## config.mk

```make
export PLATFORM = sky130hd
export DESIGN_NAME = hs4_rr_arbiter
export DESIGN_NICKNAME = d
export VERILOG_FILES = /design/src/rtl/hs_arb_pkg.sv /design/src/rtl/sync2_n.sv /design/src/rtl/hs4_rr_arbiter.sv
export SDC_FILE = /design/constraint.sdc
export NUM_CORES = 1
export LEC_CHECK = 0
export BUFFER_PORTS_ARGS = -buffer_cell sky130_fd_sc_hd__buf_2
export CAP_MARGIN = 20
export CORE_MARGIN = 4
export CORE_UTILIZATION = 48
export CTS_CLUSTER_DIAMETER = 150
export DETAILED_ROUTE_END_ITERATION = 12
export PLACE_DENSITY = 0.88
export SLEW_MARGIN = 20
export SYNTH_ARGS = -nofsm -noshare
export SYNTH_HDL_FRONTEND = slang
export SYNTH_SLANG_ARGS = --single-unit
```

## constraint.sdc

```tcl
create_clock -name clk -period 4.4 [get_ports clk]
set_input_delay 0.44 -clock clk [delete_from_list [all_inputs] [get_ports clk]]
set_output_delay 0.44 -clock clk [all_outputs]
set_load 0.02 [all_outputs]
```

## src/rtl/hs_arb_pkg.sv

```systemverilog
// hs_arb_pkg: shared state encoding, default sizes and round-robin pick for hs4_rr_arbiter
package hs_arb_pkg;
  typedef enum logic [1:0] {IDLE, OUT_REQ, RTZ} state_t;
  localparam int HS_NREQ = 4;
  localparam int HS_DATA_W = 8;
  // First set bit searching from ptr+1 upward, wrapping; ptr itself is checked last.
  function automatic int rr_next(input logic [31:0] req, input int ptr, input int n);
    int idx;
    rr_next = ptr;
    for (int i = n; i >= 1; i--) begin
      idx = (ptr + i) % n;
      if (req[idx]) rr_next = idx;
    end
  endfunction
endpackage

```

## src/rtl/sync2_n.sv

```systemverilog
// sync2_n: 1-bit two-flop synchronizer with asynchronous active-low reset
module sync2_n (
  input  logic clk,
  input  logic reset,
  input  logic d,
  output logic q
);
  logic m;
  // Two-stage shift toward q; both stages clear on reset
  always_ff @(posedge clk or negedge reset)
    if (!reset) {q, m} <= 2'b00;
    else {q, m} <= {m, d};
endmodule

```

## src/rtl/hs4_rr_arbiter.sv

```systemverilog
// hs4_rr_arbiter: round-robin arbiter of NREQ 4-phase requesters onto one 4-phase channel; ARB_SYNC_EN adds 2-flop input synchronizers
module hs4_rr_arbiter
  import hs_arb_pkg::*;
#(
  parameter int NREQ = HS_NREQ,
  parameter int DATA_W = HS_DATA_W
) (
  input  logic                     clk,
  input  logic                     reset,
  input  logic [NREQ-1:0]          in_req,
  input  logic [NREQ*DATA_W-1:0]   in_data,
  output logic [NREQ-1:0]          in_ack,
  output logic                     out_req,
  input  logic                     out_ack,
  output logic [DATA_W-1:0]        out_data,
  output logic [$clog2(NREQ)-1:0]  gnt_id,
  output logic                     busy
);
  localparam int IW = $clog2(NREQ);
  logic [NREQ-1:0] req_s;
  logic ack_s;
  logic [IW-1:0] ptr;
  logic [IW-1:0] nxt;
  state_t state;
`ifdef ARB_SYNC_EN
  for (genvar i = 0; i < NREQ; i++) begin : g_sync
    sync2_n u_req (.clk(clk), .reset(reset), .d(in_req[i]), .q(req_s[i]));
  end
  sync2_n u_ack (.clk(clk), .reset(reset), .d(out_ack), .q(ack_s));
`else
  assign req_s = in_req;
  assign ack_s = out_ack;
`endif
  assign nxt = IW'(rr_next(32'(req_s), int'(ptr), NREQ));
  assign busy = state != IDLE;
  // Grant, downstream handshake, then wait for both sides to return to zero
  always_ff @(posedge clk or negedge reset)
    if (!reset) begin
      state <= IDLE;
      ptr <= IW'(NREQ - 1);
      in_ack <= '0;
      out_req <= 1'b0;
      out_data <= '0;
      gnt_id <= '0;
    end else begin
      case (state)
        IDLE:
          if (|req_s) begin
            out_data <= in_data[nxt*DATA_W +: DATA_W];
            gnt_id <= nxt;
            out_req <= 1'b1;
            state <= OUT_REQ;
          end
        OUT_REQ:
          if (ack_s) begin
            out_req <= 1'b0;
            in_ack <= NREQ'(1) << gnt_id;
            state <= RTZ;
          end
        RTZ:
          if (!ack_s && !req_s[gnt_id]) begin
            in_ack <= '0;
            ptr <= gnt_id;
            state <= IDLE;
          end
        default: state <= IDLE;
      endcase
    end
endmodule

```

==> impl_results.md <==
- Outcome: completed
- Layout area overhead: 26.8%
- Fin area: 0.00142 mm2
- Max Slew Vio Count: 0
- Setup violations, final: 0
- Sequential area share after synthesis: 0.426
- Std-Cell Rows: 17
- Clk pwr share: 0.086
- Largest net degree at the start of global routing: 20
- GRT Util Overall: 0.185
- Met3 usage: 0.0253
- Reg2Reg Depth: 5
- Clk Tree Root Cell: clkbuf_4
- Reg2reg start: ptr[0]$_DFFE_PN1P_
- Nets: 193
- First drt pass iteration count: 4
- DIE HEIGHT: 56.3 um
- Worst slew margin relative to its limit: 0.320
- Least-Margin Pin Slew: 1020 ps
- DR iter-0 viols: 8
- Avg Synthesized Cell Area: 11.3 um2
- CP Launch Type: register
- Number of vias per cell: 5.39
- Die extent in x: 56.3 um
- Die area: 0.00317 mm2
- Clock-pin slew on the worst setup and hold paths: 100 ps
- Initial antenna violation count: 0
- Peak VDD IR: 0.000348 V
- H-tree levels: 1
- GR Overflow Total: 0
- CP endpoint kind: register
- WL final: 2800 um
- Port buffer count: 54
- Tcrit/Tclk final: 0.527
- Yosys warning total: 0
- Synth Cell Area: 0.00112 mm2
- Worst reg2reg setup slack: 2080 ps
- HPWL Detailed: 2260 um
- Yosys cell types: 28
- Post CTS Setup Buffer Count: 0
- ANT nets after route: 0
- WP data arrival: 2470 ps
- Via Count: 976
- Placer Congestion: 0.773
- Power Density: 695 mW/mm2
- Clock Sink Count: 19
- P_sw: 0.450 mW
- Busiest grt layer: met2
- Share of layout cells above drive strength 1: 0.484
- CP Max Fanout: 17
- Synthesis-stage register bit count: 19
- Core Region: 0.00221 mm2
- CTS resizes: 0
- Worst R2R End: out_data[2]$_DFFE_PN0P_
- Hold WC Path Type: in2async
- Synth Net Count: 138
- Setup tns final: 0 ps
- Tmin final: 2320 ps
- CTS tree: done
- TritonCTS buffer count: 3
- GR Util met2: 0.354
- Antenna cell count: 0
- Avg WL per Cell: 15.5 um
- Initial core utilization: 0.507
- Switch share: 0.456
- Num ports: 55
- Comb pwr share: 0.575
- Critical path class: reg2reg
- Internal: 0.537 mW
- DRC Markers: 0
- Vias in the first global route: 1,019
- Leak: 0.719 nW
- Max-cap viol count: 0
- CP Data Required Time: 4550 ps
- Final Hold Viols: 0
- Clock latency on the worst-skew pair: 280 ps
- First-pass GRT wire length: 4660 um
- RSZ-0062 raised after global routing: false
- Clk buf depth: 2
- Most frequent cells in the layout: buf_2, dfrtp_1, mux2i_1, nand2_1, o221ai_2
- Area post-placement: 0.00140 mm2
- Met1 Use GR: 0.212
- Max Freq: 0.431 GHz
- Clk_skew: 1.41 ps
- Cells after synthesis: 99
- Commonest non-fill, non-tap cell in the layout: buf_2
- Hold buffers post-CTS: 0
- Seq pwr share: 0.339
[routing by layer]
layer	vias up	share of wire
met2	24	0.56
met3	4	0.038
met1	479	0.39
met5	-	0
met4	0	0.011
li1	469	-
[cell usage after synthesis (all sizes together)]
cell,count,share of area
dfrtp,17,0.38
mux2i,16,0.14
nand2,16,0.054
o221ai,8,0.11
nand2b,6,0.033
o21ai,6,0.027
buf,5,0.041
nor2,5,0.019
inv,3,0.010
dfstp,2,0.047
mux2,2,0.020
or2,2,0.011
a211oi,1,0.011
a21oi,1,0.0045
a22o,1,0.0078
a32o,1,0.0089
mux4,1,0.020
nor3,1,0.015
nor3b,1,0.0067
o211ai,1,0.0067
o21a,1,0.0067
o31ai,1,0.0067
o41ai,1,0.015
[stage by stage]
step                utilization  hold WS [ps]  instances  setup slack [ps]  power, mW
CTS                       0.643          75.2        181              2070      0.999
floorplan                     -           144         99              2690      0.769
global route              0.643          78.7        181              1990       1.07
detailed placement        0.631           392        177              2080      0.913
finish                    0.643          73.6        181              2080      0.988
global placement          0.631           393        177              2170      0.886
[power by group through the flow]
stage	clock network [mW]	logic (mW)	registers, mW
floorplan	0	0.368	0.402
global placement	0	0.558	0.328
detailed placement	0	0.576	0.338
CTS	0.0859	0.578	0.335
global route	0.0963	0.623	0.347
finish	0.0851	0.568	0.335
[state kept, by name, summed over array words and instances (netlist names)]
name and cells:
out_req 1, gnt_id 2, out_data 8, in_ack 4
state 2, ptr 2
[critical path, cell delays in order, from the launching register on]
cell	delay [ps]
dfstp_2	570
nand2b_1	130
o21ai_1	120
a211oi_4	880
mux2i_1	350
o221ai_2	130
[cells by family after synthesis]
logic type | synth area share
mux | 0.183
compound gates | 0.201
buf+inv | 0.0513
flops | 0.426
simple gates | 0.138
[layout make-up]
class	instances	area [um2]
Timing Repair Buffer	55	278
Multi-Input combinational cell	72	593
Inverter	3	11.3
Tap cell	28	35.0
Clock buffer	4	26.3
Sequential cell	19	478
Fill cell	202	791
[how the worst max path moves through the flow]
stage / from / to / slack, ps
final: ptr[0]$_DFFE_PN1P_ / out_data[2]$_DFFE_PN0P_ / 2080
after floorplan: gnt_id[1]$_DFFE_PN0P_ / in_ack[2]$_DFFE_PN0P_ / 2690
after global placement: in_req[3] / out_data[4]$_DFFE_PN0P_ / 2170
after detailed placement: in_req[3] / out_data[2]$_DFFE_PN0P_ / 2080
after global routing: ptr[0]$_DFFE_PN1P_ / out_data[3]$_DFFE_PN0P_ / 1990
after CTS: ptr[0]$_DFFE_PN1P_ / out_data[2]$_DFFE_PN0P_ / 2070
No activity file was read; power rests on OpenSTA's default activity.
